===== src/rtl/inst_fetch.sv =====
// Instruction fetch stage: owns the PC, issues word requests to instruction memory,
// buffers in-order responses in a small FIFO and drops stale responses after a redirect.
module inst_fetch #(
    parameter logic [31:0] RESET_PC = 32'h0100_0000,
    parameter int          DEPTH    = 4
) (
    input  logic        clock,
    input  logic        reset,
    input  logic        redirect,
    input  logic [31:0] redirect_pc,
    output logic        imem_req_valid,
    input  logic        imem_req_ready,
    output logic [31:0] imem_addr,
    input  logic        imem_rsp_valid,
    input  logic [31:0] imem_rsp_data,
    output logic        inst_valid,
    input  logic        inst_ready,
    output logic [31:0] inst,
    output logic [31:0] inst_pc
);

    localparam int AW = $clog2(DEPTH);
    localparam logic [AW+1:0] LIMIT = (AW+2)'(DEPTH);

    typedef struct packed {
        logic [31:0] pc;
        logic [31:0] word;
    } entry_t;

    logic [31:0]   pc;
    logic [31:0]   rsp_pc;
    logic [AW:0]   out_cnt;
    logic [AW:0]   drop_cnt;
    logic [AW:0]   fifo_cnt;
    logic [AW-1:0] rd_ptr;
    logic [AW-1:0] wr_ptr;
    entry_t        mem [DEPTH];

    logic        req_fire;
    logic        rsp_fire;
    logic        push;
    logic        pop;
    logic [31:0] target;

    assign target = redirect_pc & ~32'd3;

    // Reserving a FIFO slot for every in-flight request lets responses arrive without backpressure.
    assign imem_req_valid = reset && !redirect
                         && (({1'b0, out_cnt} + {1'b0, fifo_cnt}) < LIMIT);
    assign imem_addr = pc;
    assign req_fire  = imem_req_valid && imem_req_ready;

    // A response with nothing outstanding is a protocol error and is ignored.
    assign rsp_fire = imem_rsp_valid && (out_cnt != '0);
    assign push     = rsp_fire && !redirect && (drop_cnt == '0);
    assign pop      = inst_valid && inst_ready && !redirect;

    assign inst_valid = (fifo_cnt != '0);
    assign inst       = inst_valid ? mem[rd_ptr].word : '0;
    assign inst_pc    = inst_valid ? mem[rd_ptr].pc   : '0;

    // NOTE: sequential state uses non-blocking assignments so every register samples pre-edge values.
    always_ff @(posedge clock or negedge reset) begin
        if (!reset) begin
            pc       <= RESET_PC;
            rsp_pc   <= RESET_PC;
            out_cnt  <= '0;
            drop_cnt <= '0;
            fifo_cnt <= '0;
            rd_ptr   <= '0;
            wr_ptr   <= '0;
        end else begin
            out_cnt <= out_cnt + (AW+1)'(req_fire) - (AW+1)'(rsp_fire);
            if (redirect) begin
                pc       <= target;
                rsp_pc   <= target;
                drop_cnt <= out_cnt - (AW+1)'(rsp_fire);
                fifo_cnt <= '0;
                rd_ptr   <= '0;
                wr_ptr   <= '0;
            end else begin
                if (req_fire)
                    pc <= pc + 32'd4;
                if (push) begin
                    rsp_pc <= rsp_pc + 32'd4;
                    wr_ptr <= wr_ptr + AW'(1);
                end
                if (rsp_fire && (drop_cnt != '0))
                    drop_cnt <= drop_cnt - (AW+1)'(1);
                if (pop)
                    rd_ptr <= rd_ptr + AW'(1);
                fifo_cnt <= fifo_cnt + (AW+1)'(push) - (AW+1)'(pop);
            end
        end
    end

    // NOTE: storage is not reset; fifo_cnt gates every read, so stale contents are never visible.
    always_ff @(posedge clock) begin
        if (push)
            mem[wr_ptr] <= '{pc: rsp_pc, word: imem_rsp_data};
    end

endmodule


===== config.mk =====
export PLATFORM = sky130hd
export DESIGN_NAME = inst_fetch
export DESIGN_NICKNAME = d
export VERILOG_FILES = /design/src/rtl/inst_fetch.sv
export SDC_FILE = /design/constraint.sdc
export NUM_CORES = 1
export LEC_CHECK = 0
export BUFFER_PORTS_ARGS = -buffer_cell sky130_fd_sc_hd__buf_2
export CAP_MARGIN = 10
export CORE_MARGIN = 2
export CORE_UTILIZATION = 63
export CTS_BUF_LIST = sky130_fd_sc_hd__clkbuf_4
export DETAILED_ROUTE_END_ITERATION = 10
export PLACE_DENSITY = 0.87
export SYNTH_ARGS = -nofsm -noshare
export SYNTH_HDL_FRONTEND = slang
export SYNTH_SLANG_ARGS = --single-unit

===== constraint.sdc =====
create_clock -name clock -period 7.98 [get_ports clock]
set_input_delay 1.197 -clock clock [delete_from_list [all_inputs] [get_ports clock]]
set_output_delay 1.197 -clock clock [all_outputs]
set_load 0.005 [all_outputs]

==> out/results.tsv, run 1 <==
metric	value	unit
TNS Setup	0	ps
post-synthesis mux area share	11.03	%
CTS sink cnt	321	
Initial DRC Count	739	
Post-Layout Cell Count	1404	
Vias per Instance	5.876	
CTS tree	done	
CP peak stage delay	900	ps
pin count of the biggest net entering global routing	66	
achievable frequency	231.3	MHz
Finished Core Util	74.37	%
full die area	0.02274	mm2
Crit path depth	4	
crit path kind	flop to primary output	
CTS max path bufs	3	
CP arrival	3130	ps
GRT Util Overall	25.30	%
Fin. Hold Viols	0	
core area	0.02109	mm2
max cap viols	0	
Placed Cells incl. Taps	1260	
later-pin clock latency in the skew report	690	ps
max-slew violations	0	
largest family of logic cells by synthesized area	multiplexers	
startpoint types	flop	
CTS H-Tree Depth	3	
worst path cell trace	buf_4 -> mux4_2 -> and2_1 -> buf_2	
Final Worst Setup Slack	3657	ps
Pwr Density	280.1	mW/mm2
input/output buffers	161	
I/O pins	168	
Critical Path Start	rd_ptr[0]	
share of flip-flops with an asynchronous set or reset	22.74	%
die width	150.8	um
Syn. warnings	0	
GPL Wtd Cong	0.9081	
die height	150.8	um
simple-gate share of the synthesized area	10.33	%
Lkg Pwr	5.818	nW
RR Endpoint	out_cnt[2]	
WP buf/inv	2	
area of the multi-input gates	0.004040	mm2
R2R setup slack	4330	ps
global-route wire length before repair	43.60	mm
Seq/Total Area, Yosys	68.32	%
nets	1152	
# resized after CTS	0	
placement-stage worst setup slack	3222	ps
crit share post-route	54.17	%
Slew Limit Headroom	28.53	%
Setup Skew	42.96	ps
RSZ-0062 raised after global routing	no	
Worst Path Max Fanout	35	
GRT overflow	0	
Vias	8250	
Primary FF master, synth	edfxtp_1	
Fillers	1264	
Avg Inst Size Synth	15.88	um2
Critical Path RT	6780	ps
total wire length	27.74	mm
Synth cell types	46	
Synth Area in Compound Gates	3.631	%
Root Buffer	clkbuf_4	
R2R depth	10	
Tightest Pin Transition	1072	ps
clk slew on worst S/H paths	70	ps
flops & latches, synth	321	
placed inst area	0.01462	mm2
fin area	0.01568	mm2
CP endpoint	inst_pc[20]	
synth top area cells	edfxtp_1 55%, dfrtp_1 13%, mux4_2 10%	
Syn Inst Count	855	
Hold Crit Class	flop to flop	
status	complete, no violations	
post-DP HPWL	17.17	mm
area share of the largest cell type after synthesis	54.85	%
CTS Buf Count	77	
post-layout min period	4323	ps
Site Rows	53	
largest area contributor in the netlist	edfxtp_1	
Post-synth EDFFs	248	
Synth Area in XOR/XNOR	2.838	%
vias in the first global route	8460	
adder-cell area share of the yosys netlist	1.769	%
Routed wire per std cell	19.76	um
setup bufs post-CTS	0	
hold_buf cts	0	
Power Total	4.392	mW
Syn-to-layout area delta	15.50	%
largest delay contributor family on the critical path	flip-flops	
Max VDD drop	0.1349	mV
DRC	0	
share of cells above drive strength 1	34.66	%
Final setup viols	0	
Post-Syn Area	0.01358	mm2
endpoint class of the critical path	primary output	
initial antenna violation count	1	
Routed Antenna Nets	0	
drt first pass iters	5	
CP max-delay cell	dfrtp_4	
FF/Latch Area	0.009281	mm2
worst hold margin	558.5	ps
RR Startpoint	out_cnt[2]	
Starting Density	64.39	%
==> flip-flops by register name, indices dropped and copies added, names as in the netlist <==
| register | flops |
|---|---|
| drop_cnt | 3 |
| rsp_pc | 30 |
| imem_addr | 30 |
| out_cnt | 3 |
| wr_ptr | 2 |
| rd_ptr | 2 |
| mem | 248 |
| fifo_cnt | 3 |
==> cell families after synthesis <==
family	Yosys count
flip-flops	321
AND/OR/NAND/NOR	256
AO/OA/AOI/OAI	79
multiplexers	71
buffers and inverters	65
XOR/XNOR	44
adder cells (fa/ha/maj)	18
other	1
==> layout make-up <==
type	instances	area share, %
tap	275	2.194
clock inverter	20	0.8617
antenna	1	0.01596
inverter	22	0.5266
sequential	321	59.18
timing repair buffer	170	5.569
multi-input combinational	472	25.76
clock buffer	123	5.888
==> layer usage <==
| layer | global-route usage (%) | part of all wire, % | vias up |
|---|---|---|---|
| met4 | 8.972 | 2.1 | 0 |
| met1 | 34.28 | 40 | 4044 |
| met5 | 0 | 0 | - |
| met2 | 41.59 | 49 | 405 |
| li1 | - | - | 3747 |
| met3 | 5.181 | 9.1 | 54 |
==> report_power, final <==
group / leakage (nW) / total [mW] / internal, mW / switching, mW
Combinational: 2.08 / 0.935 / 0.492 / 0.443
Sequential: 3.11 / 2.07 / 1.91 / 0.154
Clock: 0.628 / 1.39 / 0.766 / 0.623
Total: 5.82 / 4.39 / 3.17 / 1.22
==> cells in the mapped netlist (8+ instances only) <==
cell,n
nand4_1,20
a21oi_1,8
nand3_1,26
dfrtp_1,71
and3_1,8
edfxtp_1,248
mux4_2,62
xor2_1,20
o21ai_0,30
buf_2,10
and2_1,65
xnor2_1,24
nand2_1,62
ha_1,16
o211ai_1,17
inv_1,22
nor3_1,12
mux2_2,9
clkbuf_1,25
nor2_1,31
==> cells in the final DEF (no fill, tap or decap), types with 4 or more instances in the layout <==
cell      instances
edfxtp_1        248
buf_2           161
clkbuf_4        123
dfrtp_1          69
and2_1           65
nand2_1          62
mux4_2           62
nor2_1           31
o21ai_0          30
nand3_1          26
xnor2_1          24
inv_1            22
xor2_1           20
nand4_1          20
o211ai_1         17
ha_1             16
clkinv_1         13
nor3_1           12
mux2_2            9
buf_4             9
a21oi_1           8
a31oi_1           6
o311ai_0          6
or4_1             5
nor4_2            5
o21ai_1           5
and3_2            4
and3_1            4
and4_1            4
a21boi_0          4
nor4_1            4
conb_1            4
==> how the worst min path moves through the flow <==
stage	from	endpoint	slack, ps	depth (start not counted)
after floorplan	rsp_pc[31]	mem[0][63]	500	0
after global placement	drop_cnt[1]	drop_cnt[1]	530	2
after detailed placement	drop_cnt[1]	drop_cnt[1]	540	2
after CTS	drop_cnt[1]	drop_cnt[1]	560	2
after global routing	imem_addr[23]	imem_addr[23]	580	1
final	rsp_pc[31]	mem[3][63]	560	0
Power figures use the tool's default switching activity.
==> inputs of run 2 (changes only) <==
--- a/config.mk
+++ b/config.mk
@@ -8,10 +8,10 @@
 export BUFFER_PORTS_ARGS = -buffer_cell sky130_fd_sc_hd__buf_2
 export CAP_MARGIN = 10
 export CORE_MARGIN = 2
-export CORE_UTILIZATION = 63
+export CORE_UTILIZATION = 54
 export CTS_BUF_LIST = sky130_fd_sc_hd__clkbuf_4
 export DETAILED_ROUTE_END_ITERATION = 10
-export PLACE_DENSITY = 0.87
+export PLACE_DENSITY = 0.79
 export SYNTH_ARGS = -nofsm -noshare
 export SYNTH_HDL_FRONTEND = slang
 export SYNTH_SLANG_ARGS = --single-unit
==> constraint.sdc (replaced) <==
create_clock -name clock -period 3.8 [get_ports clock]
set_input_delay 0.57 -clock clock [delete_from_list [all_inputs] [get_ports clock]]
set_output_delay 0.57 -clock clock [all_outputs]
set_load 0.005 [all_outputs]
==> run 2 against run 1 <==
Compared with the run above: power up 110%; non-clock buffer count up 8; combinational power up 120%; via count about the same; final cell count up 4.6%; sequential power up 110%; clock skew up 6.5 ps; design area up 1.1%; core utilization down 11 points; critical path type unchanged.
==> out/results.tsv, run 2 (same netlist as run 1, synthesis figures left out) <==
metric	value	unit	change
Final setup viols	0		unchanged
share of cells above drive strength 1	34.65	%	was 34.66%
core area	0.02496	mm2	was 0.02109 mm2
# resized after CTS	0		unchanged
RR Startpoint	out_cnt[2]		unchanged
input/output buffers	161		unchanged
CTS sink cnt	321		unchanged
I/O pins	168		unchanged
crit share post-route	82.17	%	
max cap viols	0		unchanged
Most Crowded Layer GR	met2		unchanged
CTS max path bufs	3		unchanged
hold_buf cts	0		unchanged
Pwr Density	580.0	mW/mm2	was 280.1 mW/mm2
crit path kind	flop to primary output		unchanged
Fin. Hold Viols	0		unchanged
clk slew on worst S/H paths	70	ps	about the same
Max VDD drop	0.3038	mV	was 0.1349 mV
die width	162.6	um	was 150.8 um
R2R depth	11		was 10
DRC	0		unchanged
GRT overflow	0		unchanged
drt first pass iters	5		unchanged
most common cell after layout, fill and taps aside	edfxtp_1		unchanged
vias in the first global route	8263		was 8460
post-DP HPWL	17.53	mm	was 17.17 mm
nets	1164		was 1152
CTS tree	done		unchanged
initial antenna violation count	1		unchanged
achievable frequency	320.3	MHz	
met2 GRT Util	32.94	%	was 41.59%
Syn-to-layout area delta	16.79	%	was 15.50%
pin count of the biggest net entering global routing	74		was 66
Lkg Pwr	5.851	nW	was 5.818 nW
Hold Crit Class	input pin to flop		was flop to flop
Initial DRC Count	747		was 739
CTS H-Tree Depth	3		unchanged
full die area	0.02643	mm2	was 0.02274 mm2
Min-Delay Path Depth	1		was 0
Vias per Instance	5.622		was 5.876
die height	162.6	um	was 150.8 um
Worst Path Max Fanout	16		was 35
Routed wire per std cell	18.93	um	was 19.76 um
CP arrival	2550	ps	was 3130 ps
GPL Wtd Cong	0.9011		was 0.9081
Largest register FFs	248		unchanged
Setup Skew	49.47	ps	was 42.96 ps
min-delay src	imem_rsp_data[31]		was rsp_pc[31]
GRT Util Overall	21.37	%	was 25.30%
RR Endpoint	out_cnt[2]		unchanged
Critical Path RT	3230	ps	was 6780 ps
Starting Density	54.39	%	was 64.39%
setup bufs post-CTS	0		unchanged
Routed Antenna Nets	0		unchanged
worst hold margin	84.80	ps	was 558.5 ps
met3 Usage GRT	4.864	%	was 5.181%
Root Buffer	clkbuf_4		unchanged
Largest Register	mem		unchanged
CTS Buf Count	81		was 77
most frequent cells in the layout	248 x edfxtp_1, 161 x buf_2, 118 x clkbuf_4		was 248 x edfxtp_1, 161 x buf_2, 123 x clkbuf_4
RSZ-0062 raised after global routing	no		unchanged
max-slew violations	0		unchanged
R2R setup slack	880	ps	was 4330 ps
Site Rows	58		was 53
Min-Delay Endpoint	mem[0][31]		was mem[3][63]
Tightest Pin Transition	986.5	ps	was 1072 ps
Slew Limit Headroom	33.62	%	was 28.53%
status	complete, no violations		unchanged
Vias	8253		was 8250
TNS Setup	0	ps	unchanged
endpoint class of the critical path	primary output		unchanged
post-layout min period	3122	ps	
later-pin clock latency in the skew report	700	ps	was 690 ps
startpoint types	flop		unchanged
global-route wire length before repair	43.35	mm	was 43.60 mm
total wire length	27.79	mm	was 27.74 mm
met1 GRT Util	30.40	%	was 34.28%
==> run 2: stage by stage <==
stage	std cells	cell area, um2	setup WS, ps	total power, mW	util [%]
final	1468	15860	677.7	9.197	63.52
after detailed placement	1323	14830	870.7	6.471	59.39
after floorplan	858	13590	780.2	5.649	-
after CTS	1467	15860	564.2	9.321	63.51
after global placement	1323	14830	960.0	6.417	59.39
after global routing	1468	15860	475.2	9.713	63.52
==> run 2: how the worst max path moves through the flow <==
stage                startpoint          end  slack [ps]  depth (start not counted)
floorplan           drop_cnt[0]    mem[0][0]         780                          5
global placement     out_cnt[2]   out_cnt[2]         960                         11
detailed placement   out_cnt[2]   out_cnt[2]         870                         11
CTS                   rd_ptr[0]  inst_pc[20]         560                          4
global route          rd_ptr[0]  inst_pc[20]         480                          4
finish                rd_ptr[0]  inst_pc[20]         680                          4
==> run 2: area by class of cell <==
class	instances	area [um2]
sequential	321	9281
fill	1838	9106
multi-input combinational	472	4040
timing repair buffer	178	1008
clock buffer	118	885.9
tap	330	412.9
clock inverter	26	143.9
inverter	22	82.58
antenna	1	2.502
==> run 2: worst max-delay path, stage by stage (launching register included) <==
cell and delay [ps]:
dfrtp_4 640, buf_4 380, mux4_2 580, and2_1 170, buf_2 120
==> run 2: routing by layer <==
| layer | up-vias | routed length, um |
|---|---|---|
| met5 | - | 0 |
| met4 | 0 | 537 |
| met3 | 42 | 2064 |
| met2 | 354 | 13030 |
| met1 | 4101 | 12160 |
| li1 | 3756 | - |
==> run 2: where the power goes <==
group | total [mW] | internal (mW) | leakage (nW) | switching (mW)
Combinational | 2.08 | 1.07 | 2.14 | 1.01
Clock | 2.83 | 1.50 | 0.604 | 1.33
Sequential | 4.28 | 4.02 | 3.11 | 0.262
